`src/rtl/paper_cpu_ctrl.sv`:
```
// rtl/paper_cpu_ctrl.sv - fetch/execute sequencer for the paper processor (INC/JNO/HLT)
module paper_cpu_ctrl #(
    parameter int ACC_W  = 2,
    parameter int ADDR_W = 2
) (
    input  logic              clk,
    input  logic              reset_n,
    input  logic              start,
    output logic [ADDR_W-1:0] mem_addr,
    input  logic [1:0]        mem_data,
    output logic [ACC_W-1:0]  acc,
    output logic              ovf,
    output logic [ADDR_W-1:0] pc,
    output logic              busy,
    output logic              halted,
    output logic              illegal
);

    typedef enum logic [2:0] {
        S_IDLE    = 3'd0,
        S_FETCH   = 3'd1,
        S_EXEC    = 3'd2,
        S_OPERAND = 3'd3,
        S_HALT    = 3'd4
    } state_t;

    localparam logic [1:0] OP_INC = 2'b00;
    localparam logic [1:0] OP_JNO = 2'b01;
    localparam logic [1:0] OP_HLT = 2'b10;

    state_t             state_q, state_d;
    logic [ADDR_W-1:0]  pc_q, pc_d;
    logic [ACC_W-1:0]   acc_q, acc_d;
    logic [1:0]         ir_q, ir_d;
    logic               ovf_q, ovf_d;
    logic               illegal_q, illegal_d;

    logic [ADDR_W-1:0]  pc_inc;
    logic [ACC_W:0]     acc_sum;

    // pc wrap is plain modular arithmetic; the carry out of acc becomes ovf
    assign pc_inc  = pc_q + ADDR_W'(1);
    assign acc_sum = {1'b0, acc_q} + (ACC_W+1)'(1);

    always_comb begin
        state_d   = state_q;
        pc_d      = pc_q;
        acc_d     = acc_q;
        ir_d      = ir_q;
        ovf_d     = ovf_q;
        illegal_d = illegal_q;
        case (state_q)
            S_IDLE, S_HALT: begin
                if (start) begin
                    pc_d      = '0;
                    acc_d     = '0;
                    ovf_d     = 1'b0;
                    illegal_d = 1'b0;
                    state_d   = S_FETCH;
                end
            end
            S_FETCH: begin
                ir_d    = mem_data;
                pc_d    = pc_inc;
                state_d = S_EXEC;
            end
            S_EXEC: begin
                case (ir_q)
                    OP_INC: begin
                        {ovf_d, acc_d} = acc_sum;
                        state_d        = S_FETCH;
                    end
                    OP_JNO:  state_d = S_OPERAND;
                    OP_HLT:  state_d = S_HALT;
                    default: begin
                        illegal_d = 1'b1;
                        state_d   = S_HALT;
                    end
                endcase
            end
            S_OPERAND: begin
                // operand word sits at pc; skip over it when the jump is not taken
                pc_d    = ovf_q ? pc_inc : mem_data[ADDR_W-1:0];
                state_d = S_FETCH;
            end
            default: state_d = S_IDLE;
        endcase
    end

    always_ff @(posedge clk or negedge reset_n) begin
        if (!reset_n) begin
            state_q   <= S_IDLE;
            pc_q      <= '0;
            acc_q     <= '0;
            ir_q      <= '0;
            ovf_q     <= 1'b0;
            illegal_q <= 1'b0;
        end else begin
            state_q   <= state_d;
            pc_q      <= pc_d;
            acc_q     <= acc_d;
            ir_q      <= ir_d;
            ovf_q     <= ovf_d;
            illegal_q <= illegal_d;
        end
    end

    assign mem_addr = pc_q;
    assign pc       = pc_q;
    assign acc      = acc_q;
    assign ovf      = ovf_q;
    assign illegal  = illegal_q;
    assign busy     = (state_q == S_FETCH) || (state_q == S_EXEC) || (state_q == S_OPERAND);
    assign halted   = (state_q == S_HALT);

endmodule

```
`config.mk`:
```
export PLATFORM = sky130hd
export DESIGN_NAME = paper_cpu_ctrl
export DESIGN_NICKNAME = d
export VERILOG_FILES = /design/src/rtl/paper_cpu_ctrl.sv
export SDC_FILE = /design/constraint.sdc
export NUM_CORES = 1
export LEC_CHECK = 0
export ABC_AREA = 1
export BUFFER_PORTS_ARGS = -buffer_cell sky130_fd_sc_hd__buf_2
export CORE_AREA = 8 8 45 47
export CTS_CLUSTER_DIAMETER = 40
export DETAILED_ROUTE_END_ITERATION = 16
export DIE_AREA = 0 0 53 55
export HOLD_SLACK_MARGIN = 0.12
export PLACE_DENSITY = 0.68
export SKIP_CTS_REPAIR_TIMING = 1
export SLEW_MARGIN = 20
export SYNTH_ARGS = -nofsm -noshare
export SYNTH_HDL_FRONTEND = slang
export SYNTH_SLANG_ARGS = --single-unit
export TNS_END_PERCENT = 30
```
`constraint.sdc`:
```
create_clock -name clk -period 2.82 [get_ports clk]
set_clock_uncertainty 0.2 [all_clocks]
set_input_delay 0.141 -clock clk [delete_from_list [all_inputs] [get_ports clk]]
set_output_delay 0.141 -clock clk [all_outputs]
set_load 0.02 [all_outputs]
```
Word level (Yosys, flattened, before mapping). Index checks and enable logic that the tools add are counted.

Add/subtract/negate cells: 2. Eq/ne operators: 9. Multiplexer cells: 13. Reductions and logical operators: 11.

Operators by type and width (number): $pmux 3 s4 (1); $eq 3x2->1 const B (2); $mux 2 (3); $pmux 2 s3 (1); $pmux 3 s2 (1); $reduce_and 3->1 (2); $ne 2x2->1 const B (2); $pmux 1 s2 (2); $pmux 2 s2 (1); $add 2x1->3 const B (1); $eq 3x1->1 const B (1); $eq 3x3->1 const B (1); $logic_not 3->1 (1); $mux 1 (3); $mux 3 (1); $reduce_bool 3->1 (1); $reduce_or 3->1 (1); $add 2x1->2 const B (1); $eq 2x1->1 const B (1); $eq 2x2->1 const B (1); $logic_not 2->1 (1); $logic_or 1x1->1 (2); $ne 2x1->1 const B (1); $reduce_and 2->1 (1); 2 further kinds (2).

Register bits after elaboration: 11. Bits of input ports: 5. Output and inout bits: 10. Logic and storage cells: 41.

Logic depth before layout (Yosys ltp). Gate-level depths: netlist of run 1.

Depth in word-level cells: 4. Gate-level depth with buffers: 6. Mapped depth without buffers: 6.

Worst setup path after synthesis of run 1. No wires, ideal clock.

Path kind: register to register. Start point: register acc_q[0], in the netlist acc[0]. End point: register acc_q[1], in the netlist acc[1]. Arrival: 988 ps. Setup slack: 1515 ps. Cell stages (with the launch flop): 6. Period minus slack after synthesis: 1305 ps. Cell sequence: dfrtp_1 ha_1 inv_1 nand4_1 nand2_1 nor2_1.

Cells in the longest elaborated chain, start to end: 3.

RTL lines: start, declared (line 33) `logic [ACC_W-1:0] acc_q, acc_d;`; start signal, assigned (line 94) `acc_q <= '0;`; start signal, assigned (line 101) `acc_q <= acc_d;`; $add 2x1->3 (line 43) `assign acc_sum = {1'b0, acc_q} + (ACC_W+1)'(1);`; $mux 2 (line 68) `case (ir_q)`; $pmux 2 s2 (line 52) `case (state_q)`.

Every way passes these cells. The select of a mux whose other input is x is not followed. A chain may end at the register's enable or synchronous reset.

Worst setup path after layout of run 1.
Start point: register state_q[1]. End point: output port halted.

Cells in the longest elaborated chain, start to end: 1.

RTL lines: start, declared (line 31) `state_t state_q, state_d;`; start signal, assigned (line 99) `state_q <= state_d;`; $eq 3x3->1 (line 114) `assign halted = (state_q == S_HALT);`; end, declared (line 15) `output logic halted,`.

Every way passes these cells.

==> summary.txt, run 1 <==
Synthesis
  – Post-Syn Area per Cell: about 7.4 sq um
  – Synth top area share: a little under half
  – Mapped Cells: 80
  – Synth area leaders: dfrtp_1 47%, nand2_1 12%, nor2_1 8.3%, inv_1 7.0%, nand3_1 6.8%
  – Syn nets: between 80 and 90
  – Post-Syn Area: 591 sq um
  – Post-synth cell types: 15
  – Cell taking the most area after synthesis: dfrtp_1
  – Most common cell in the netlist: nand2_1
  – Asr flop ratio synth: 100%
  – Synthesis Warnings: 0
  – Flops & latches, synth: 11
  – Register area share after synthesis: about 47%
  – Synth cell count leaders: 19 x nand2_1, 13 x nor2_1, 11 x dfrtp_1, 11 x inv_1, 8 x nand3_1
  – Most common flop cell mapped by yosys: dfrtp_1
  – Number of synthesized flops with an enable pin: 0

Clock network
  – Max clock buf depth: 2
  – Clock sinks: 11
  – H-tree depth: 1
  – Clock transition at path regs: 80 ps
  – Total CTS buffers: 3
  – Worst-Skew Late Latency: 280 ps
  – Root Buffer: clkbuf_4
  – CTS tree: built

STA
  – Rel. slew slack: 65.7%
  – Setup TNS: 0 ps
  – Tcrit/Tclk final: 55.4%
  – Final slew viol count: 0
  – Final setup viols: 0
  – Max Freq: 640 MHz
  – RSZ-0062 raised after global routing: false
  – Worst Tran Pin Value: around 510 ps
  – Min Tclk post-route: 1560 ps
  – Hold Vio Cnt, Final: 0
  – Hold slack: roughly 290 ps

Die
  – Die Ht: 55 um
  – Die area: 0.00292 sq mm
  – Starting Density: 42.7%
  – IO Pins: 15
  – Die Wd: 53 um
  – Core area: 0.00138 sq mm
  – # rows: 14

Final layout
  – Post-Route Utilization: 53.6%
  – Synth-to-layout area growth: 25.6%
  – Final nets: 108
  – Share of layout cells above drive strength 1: 22.8%
  – Ant diodes: 0

Critical path
  – Max incr delay on CP: roughly 450 ps
  – Element type at the critical path start: flip-flop
  – Crit. End Element: primary output
  – Setup Crit Path Kind: reg2out
  – Crit path max fanout: 6
  – Data arrival time of the critical path: 1220 ps
  – Slowest cell on crit path: dfrtp_1
  – Worst-path cell chain: nor2_2, inv_1, nor2_1, buf_2
  – Worst reg-to-reg setup slack: 1480 ps
  – Required time of the critical path: between 2000 and 2500 ps

Power and ir drop
  – P_leak: 0.407 nW
  – PwrDens: between 1000 and 1500 mW/mm^2
  – Worst VDD drop: around 0.45 mV

Route
  – Post-route ant nets: 0
  – WL/cell: 11.2 um
  – Iter 0 DRT Violations: 8
  – Initial DRT Pass Iterations: 4
  – Routed WL: 1310 um
  – Via/cell ratio: around 4.8
  – Vias: 557
  – Drt drc: 0

GRT
  – GR Util All Layers: between 9 and 10%
  – GRT overflow: 0
  – Pin count of the biggest net entering global routing: 12
  – First-pass GRT wire length: 2100 um
  – Vias in the first global route: slightly above 500
  – Antenna violations before repair: 0

Run
  – Max-capacitance violation count: 0

Placement
  – IO buf count: 14
  – Routability cong.: 0.760
  – Final HPWL DP: 973 um

Outcome
  – Status: finished clean

Min path
  – Hold WC Path Type: reg2reg
power by group:
part / internal, W / total, W / leakage [nW] / switching, W
clock: 0.0000549 / 0.000114 / 0.0150 / 0.0000587
sequential: 0.000226 / 0.000297 / 0.141 / 0.0000711
combinational: 0.000143 / 0.000422 / 0.251 / 0.000279
total: 0.000424 / 0.000833 / 0.407 / 0.000409
layer usage:
| layer | vias up | share of wire (%) | track usage, % |
|---|---|---|---|
| li1 | 294 | - | - |
| met1 | 246 | 49 | 10.8 |
| met3 | 5 | 5.0 | 2.41 |
| met5 | - | 0 | 0 |
| met4 | 0 | 3.0 | 6.47 |
| met2 | 12 | 43 | 16.4 |
through the flow:
stage / setup WS [ps] / total power, W / std cells / area (sq um)
finish: 1260 / 0.000833 / 117 / 742
CTS: 1260 / 0.000836 / 112 / 692
detailed placement: 1480 / 0.000721 / 108 / 666
global route: 1180 / 0.000907 / 117 / 742
floorplan: 1520 / 0.000612 / 80 / 591
global placement: 1490 / 0.000717 / 108 / 666
cell families (layout without fill, tap and decap cells):
group                    count (synthesis)  count (layout)  synth area share, %
adder cells (fa/ha/maj)                  1               1                 2.12
AND/OR/NAND/NOR                         47              47                 35.2
buffers and inverters                   14              35                 10.2
AO/OA/AOI/OAI                            7               7                 5.93
flip-flops                              11              11                 46.6
registers in the layout, indices dropped and copies added (netlist names):
register and count:
ir_q 2, ovf 1, mem_addr 2, acc 2, state_q 3, illegal 1
critical path, delay by kind of cell (launching register included):
kind,cells,cell delay (ps)
DFF,1,450
and+or+nand+nor,2,250
buffers and inverters,2,240
final cells by class:
class	instances	area, sq um
Clock buffer	4	26.3
Fill cell	141	642
Inverter	12	45.0
Multi-Input combinational cell	55	255
Sequential cell	11	275
Tap cell	16	20.0
Timing Repair Buffer	19	120
cells in the final DEF (no fill, tap or decap):
cell | netlist | final
nand2_1 | 19 | 19
buf_2 | 0 | 14
nor2_1 | 13 | 13
inv_1 | 11 | 11
dfrtp_1 | 11 | 11
nand3_1 | 8 | 8
o21ai_0 | 5 | 5
dlygate4sd3_1 | 0 | 5
clkbuf_4 | 0 | 3
nor2_2 | 2 | 2
a21oi_1 | 2 | 2
nand4_1 | 2 | 2
nand3_2 | 1 | 1
nand2_2 | 1 | 1
or2_2 | 1 | 1
inv_2 | 1 | 1
ha_1 | 1 | 1
clkbuf_1 | 0 | 1
worst paths after layout:
kind | startpoint | endpoint | cells after the start
hold reg to reg | illegal$_DFFE_PN0P_ | illegal$_DFFE_PN0P_ | 2
setup / recovery | state_q[1]$_DFFE_PN0P_ | halted | 4
min in group asynchronous | reset_n | state_q[0]$_DFFE_PN0P_ | 3
setup reg to reg | state_q[1]$_DFFE_PN0P_ | acc[0]$_DFFE_PN0P_ | 6
max in group asynchronous | reset_n | acc[1]$_DFFE_PN0P_ | 3
hold / removal | illegal$_DFFE_PN0P_ | illegal$_DFFE_PN0P_ | 2
Power figures use the tool's default switching activity.
==> inputs of run 2 (changes only) <==
==> constraint.sdc (replaced) <==
create_clock -name clk -period 1.5 [get_ports clk]
set_clock_uncertainty 0.2 [all_clocks]
set_input_delay 0.075 -clock clk [delete_from_list [all_inputs] [get_ports clk]]
set_output_delay 0.075 -clock clk [all_outputs]
set_load 0.02 [all_outputs]
==> summary.txt, run 2 (synthesis gave the netlist of run 1 again) <==
Placement
  – IO buf count: 14 (unchanged)
  – Final HPWL DP: 971 um (-0.27%)
  – Routability cong.: 0.760 (about the same)

Critical path
  – Crit. End Element: primary output
  – Worst-path cell chain: nor2_4, inv_1, nor2_1, buf_4
  – Max incr delay on CP: 440 ps (about the same)
  – Required time of the critical path: 1220 ps (-1260 ps)
  – Crit path max fanout: 4 (-2)
  – Element type at the critical path start: flip-flop
  – Slowest cell on crit path: dfrtp_2
  – Data arrival time of the critical path: 1150 ps (-70 ps)
  – Setup Crit Path Kind: reg2out

Clock network
  – CTS tree: built
  – Clock sinks: 11 (unchanged)
  – Root Buffer: clkbuf_4
  – Clock transition at path regs: 80 ps (about the same)
  – Total CTS buffers: 3 (unchanged)
  – H-tree depth: 1 (unchanged)
  – Worst-Skew Late Latency: 270 ps (about the same)
  – Max clock buf depth: 2 (unchanged)

Route
  – Via/cell ratio: 4.63 (-2.7%)
  – Iter 0 DRT Violations: 3 (-5)
  – WL/cell: 11.3 um (+1.1%)
  – Drt drc: 0 (unchanged)
  – Post-route ant nets: 0 (unchanged)
  – Initial DRT Pass Iterations: 2 (-2)
  – Routed WL: 1320 um (+1.1%)
  – Vias: 542 (-2.7%)

Die
  – IO Pins: 15 (unchanged)
  – Die Wd: 53 um (unchanged)
  – Die Ht: 55 um (unchanged)
  – Core area: 0.00138 sq mm (unchanged)
  – # rows: 14 (unchanged)
  – Die area: 0.00292 sq mm (unchanged)
  – Starting Density: 42.7% (unchanged)

STA
  – Tcrit/Tclk final: 95.2%
  – Final setup viols: 0 (unchanged)
  – Setup TNS: 0 ps (unchanged)
  – Rel. slew slack: 79.8% (+14 points)
  – Max Freq: 701 MHz
  – Min Tclk post-route: 1430 ps
  – Worst Tran Pin Value: 301 ps (-211 ps)
  – RSZ-0062 raised after global routing: false
  – Final slew viol count: 0 (unchanged)
  – Hold Vio Cnt, Final: 0 (unchanged)

Min path
  – Hold WC Path Type: reg2reg

GRT
  – Vias in the first global route: 502 (-3.1%)
  – Pin count of the biggest net entering global routing: 12 (unchanged)
  – Antenna violations before repair: 0 (unchanged)
  – GR Util All Layers: 9.98% (+0.22 points)
  – GRT overflow: 0 (unchanged)
  – First-pass GRT wire length: 2140 um (+2.0%)

Final layout
  – Largest Register: state_q
  – Final nets: 108 (unchanged)
  – Post-Route Utilization: 54.3% (+0.72 points)
  – Most frequent cells in the layout: 19 x nand2_1, 13 x nor2_1, 13 x buf_2, 11 x inv_1, 9 x dfrtp_1
  – Max FFs per register: 3 (unchanged)
  – Ant diodes: 0 (unchanged)
  – Share of layout cells above drive strength 1: 24.8% (+2.0 points)
  – Synth-to-layout area growth: 27.3%
  – Commonest non-fill, non-tap cell in the layout: nand2_1

Outcome
  – Status: finished clean

Power and ir drop
  – P_leak: 0.406 nW (-0.33%)
  – PwrDens: 2110 mW/mm^2 (+88%)
  – Worst VDD drop: 0.806 mV (+81%)

Run
  – Max-capacitance violation count: 0 (unchanged)
-- run 2: cell counts in the layout (fill, tap and decap cells not counted) --
Identical to the previous run, type by type.
-- run 2: area by class of cell --
type	instances	area, sq um
fillers	138	632
flip-flops and latches	11	278
multi-input cells	55	260
repair buffers	19	123
inverters	12	45.0
clock buffers	4	26.3
well taps	16	20.0
-- run 2: metal layers --
| layer | vias to the layer above | part of all wire (%) | global-route usage (%) |
|---|---|---|---|
| li1 | 293 | - | - |
| met1 | 234 | 49 | 11.7 |
| met2 | 11 | 45 | 16.0 |
| met3 | 4 | 4.1 | 2.41 |
| met4 | 0 | 1.7 | 6.47 |
| met5 | - | 0 | 0 |
-- run 2: final timing paths --
kind / start / endpoint / slack [ps] / cells past startpoint
setup / recovery: state_q[0]$_DFFE_PN0P_ / halted / 70 / 4
hold / removal: illegal$_DFFE_PN0P_ / illegal$_DFFE_PN0P_ / 280 / 2
setup reg to reg: state_q[2]$_DFFE_PN0P_ / ir_q[1]$_DFFE_PN0N_ / 140 / 4
hold reg to reg: illegal$_DFFE_PN0P_ / illegal$_DFFE_PN0P_ / 280 / 2
max in group asynchronous: reset_n / state_q[1]$_DFFE_PN0P_ / 340 / 3
min in group asynchronous: reset_n / mem_addr[1]$_DFFE_PN0P_ / 530 / 3
-- run 2: power breakdown --
group	internal, W	switching [W]
logic	0.000278	0.000527
clock network	0.000103	0.000105
registers	0.000430	0.000141
total	0.000812	0.000773
-- run 2: stage by stage --
stage	power, W	setup WS (ps)	cell area, sq um	cells	hold WS (ps)
after floorplan	0.00115	195	591	80	-421
after global placement	0.00135	169	666	108	-241
after detailed placement	0.00135	168	666	108	-236
after CTS	0.00156	14.0	692	112	-528
after global routing	0.00173	7.04	752	117	356
final	0.00158	72.6	752	117	282
-- run 2: worst max-delay path, delay by kind of cell (launching register included) --
family | cells | cell delay [ps]
and+or+nand+nor | 2 | 230
DFF | 1 | 440
buffers and inverters | 2 | 210
==> inputs of run 3 (changes only) <==
--- a/config.mk
+++ b/config.mk
@@ -5,14 +5,13 @@
 export SDC_FILE = /design/constraint.sdc
 export NUM_CORES = 1
 export LEC_CHECK = 0
-export ABC_AREA = 1
 export BUFFER_PORTS_ARGS = -buffer_cell sky130_fd_sc_hd__buf_2
 export CORE_AREA = 8 8 45 47
 export CTS_CLUSTER_DIAMETER = 40
 export DETAILED_ROUTE_END_ITERATION = 16
 export DIE_AREA = 0 0 53 55
 export HOLD_SLACK_MARGIN = 0.12
-export PLACE_DENSITY = 0.68
+export PLACE_DENSITY = 0.71
 export SKIP_CTS_REPAIR_TIMING = 1
 export SLEW_MARGIN = 20
 export SYNTH_ARGS = -nofsm -noshare
==> summary.txt, run 3 <==
Placement
  – IO buf count: 14 (unchanged)
  – Final HPWL DP: 1030 um (+6.6%)
  – Routability cong.: 0.808 (+6.3%)

Route
  – Post-route ant nets: 0 (unchanged)
  – Iter 0 DRT Violations: 10 (+7)
  – Drt drc: 0 (unchanged)
  – Vias: 592 (+9.2%)
  – WL/cell: 13.5 um (+19%)
  – Initial DRT Pass Iterations: 4 (+2)
  – Routed WL: 1460 um (+10%)
  – Via/cell ratio: 5.48 (+18%)

Synthesis
  – Flops & latches, synth: 11 (unchanged)
  – Synthesis Warnings: 0 (unchanged)
  – Syn nets: 66 (-23%)
  – Most common flop cell mapped by yosys: dfrtp_1
  – Most common cell in the netlist: dfrtp_1
  – Synth area leaders: dfrtp_1 44%, buf_4 3.6%, mux2_2 3.6%, nor2_1 3.6%, a21oi_1 3.2%
  – Post-Syn Area per Cell: 10.5 sq um (+42%)
  – Post-synth cell types: 31 (+16)
  – Asr flop ratio synth: 100% (unchanged)
  – Number of synthesized flops with an enable pin: 0 (unchanged)
  – Cell taking the most area after synthesis: dfrtp_1
  – Synth cell count leaders: 11 x dfrtp_1, 6 x nor2_1, 4 x a21oi_1, 4 x o21ai_0, 3 x buf_4
  – Register area share after synthesis: 43.8% (-2.8 points)
  – Synth top area share: 43.8% (-2.8 points)
  – Post-Syn Area: 628 sq um (+6.4%)
  – Mapped Cells: 60 (-25%)

Run
  – Max-capacitance violation count: 0 (unchanged)

Outcome
  – Failing checks: setup timing
  – Status: complete, but fails checks

STA
  – Max Freq: 650 MHz (-7.3%)
  – Final setup viols: 4 (+4)
  – Hold slack: 288 ps (+5.73 ps)
  – Setup TNS: -73.0 ps (-73.0 ps)
  – Hold Vio Cnt, Final: 0 (unchanged)
  – Rel. slew slack: 66.6% (-13 points)
  – Post-route setup slack: -39.4 ps (-112 ps)
  – Final slew viol count: 0 (unchanged)
  – Min Tclk post-route: 1540 ps (+112 ps)
  – RSZ-0062 raised after global routing: true
  – Tcrit/Tclk final: 103% (+7.5 points)
  – Worst Tran Pin Value: 499 ps (+198 ps)

Critical path
  – Crit Reg-Reg Startpoint: state_q[1]$_DFFE_PN0P_
  – Worst path bufs/invs: 1 (-1)
  – Cell family with most CP delay: flip-flops
  – Setup Crit Path Kind: reg2reg
  – Max incr delay on CP: 450 ps (about the same)
  – Crit. End Element: flip-flop
  – Element type at the critical path start: flip-flop
  – Crit. Startpoint: state_q[1]$_DFFE_PN0P_
  – Worst-path cell chain: buf_6, nor3b_4, nor2_2, a221o_1
  – Slowest cell on crit path: dfrtp_2
  – Crit path max fanout: 6 (+2)
  – Data arrival time of the critical path: 1500 ps (+350 ps)
  – Required time of the critical path: 1460 ps (+240 ps)

Final layout
  – Synth-to-layout area growth: 43.0%
  – Largest Register: state_q
  – Max FFs per register: 3 (unchanged)
  – Ant diodes: 0 (unchanged)
  – Final nets: 99 (-8.3%)
  – Share of layout cells above drive strength 1: 50.0% (+25 points)
  – Most frequent cells in the layout: 13 x buf_2, 13 x buf_4, 10 x dfrtp_1, 5 x dlygate4sd3_1
  – Post-Route Utilization: 64.9% (+11 points)
  – Layout fillers: 110 (-20%)

Clock network
  – CTS tree: built
  – H-tree depth: 1 (unchanged)
  – Clock sinks: 11 (unchanged)
  – Root Buffer: clkbuf_4
  – Clock transition at path regs: 80 ps (about the same)
  – Max clock buf depth: 2 (unchanged)
  – Worst-Skew Late Latency: 270 ps (about the same)
  – Total CTS buffers: 3 (unchanged)

GRT
  – GRT overflow: 0 (unchanged)
  – First-pass GRT wire length: 2450 um (+14%)
  – Pin count of the biggest net entering global routing: 12 (unchanged)
  – GR Util All Layers: 11.1% (+1.2 points)
  – Vias in the first global route: 562 (+12%)
  – Antenna violations before repair: 0 (unchanged)

Die
  – Die Ht: 55 um (unchanged)
  – # rows: 14 (unchanged)
  – Die area: 0.00292 sq mm (unchanged)
  – Die Wd: 53 um (unchanged)
  – IO Pins: 15 (unchanged)
  – Core area: 0.00138 sq mm (unchanged)
  – Starting Density: 45.4% (+2.7 points)

Power and ir drop
  – Reg power frac: 29.8% (-6.3 points)
  – Switching Power: 0.000754 W (-2.4%)
  – PwrDens: 2030 mW/mm^2 (-3.6%)
  – Worst VDD drop: 1.12 mV (+39%)
  – Final total power: 0.00182 W (+15%)
  – Net Sw Frac: 41.4% (-7.4 points)
  – P_leak: 0.430 nW (+6.0%)
  – Clk network pwr share: 11.4% (-1.7 points)
  – P_int: 0.00107 W (+32%)
  – Logic pwr share: 58.8% (+8.0 points)

Min path
  – Hold WC Path Type: reg2reg
  – Hold Startpoint: illegal$_DFFE_PN0P_
## run 3: cell families after synthesis
group                      after synthesis  synth area share [%]
AOI/OAI and AO/OA                       16                  18.7
buffers and inverters                    7                  7.37
muxes                                    2                  3.59
and+or+nand+nor                         23                  24.5
DFF                                     11                  43.8
adders and majority gates                1                  1.99
## run 3: per-layer routing
layer,part of all wire [%],track usage (%),vias up,routed length [um]
li1,-,-,286,-
met1,44,13.1,285,644
met2,50,18.4,19,732
met3,5.4,4.01,2,78
met4,0.14,3.88,0,2
met5,0,0,-,0
## run 3: through the flow
| stage | setup WS, ps | cells | area (sq um) |
|---|---|---|---|
| 2_1_floorplan | -16.8 | 60 | 628 |
| 3_3_place_gp | -40.9 | 95 | 754 |
| 3_5_place_dp | -38.6 | 95 | 754 |
| 4_1_cts | -88.4 | 99 | 782 |
| 5_1_grt | -90.2 | 108 | 898 |
| 6_report | -39.4 | 108 | 898 |
## run 3: final timing paths
path                                           end  slack, ps  depth (start not counted)
max                        mem_addr[1]$_DFFE_PN0P_        -40                          4
min                            illegal$_DFFE_PN0P_        290                          1
max reg2reg                mem_addr[1]$_DFFE_PN0P_        -40                          4
min reg2reg                    illegal$_DFFE_PN0P_        290                          1
max in group asynchronous   state_q[1]$_DFFE_PN0P_        120                          3
min in group asynchronous       acc[1]$_DFFE_PN0P_        620                          3
## run 3: final cells by class
class	instances	area [sq um]	area share (%)
well taps	16	20.0	2.23
inverters	2	7.51	0.836
repair buffers	33	235	26.2
clock buffers	3	22.5	2.51
flip-flops and latches	11	277	30.8
clock inverters	1	5.00	0.557
multi-input cells	42	332	36.9
## run 3: power groups by stage
stage	Sequential [W]	Clock [W]	Combinational [W]
after global placement	0.000543	0	0.000875
after detailed placement	0.000544	0	0.000894
after global routing	0.000561	0.000230	0.00116
after CTS	0.000545	0.000214	0.000896
final	0.000543	0.000208	0.00107
after floorplan	0.000561	0	0.000582
## run 3: worst reg2reg max path, cell delays in order, from the launching register on
cell,delay (ps)
dfrtp_2,450
buf_6,140
nor3b_4,230
nor2_2,70
a221o_1,340
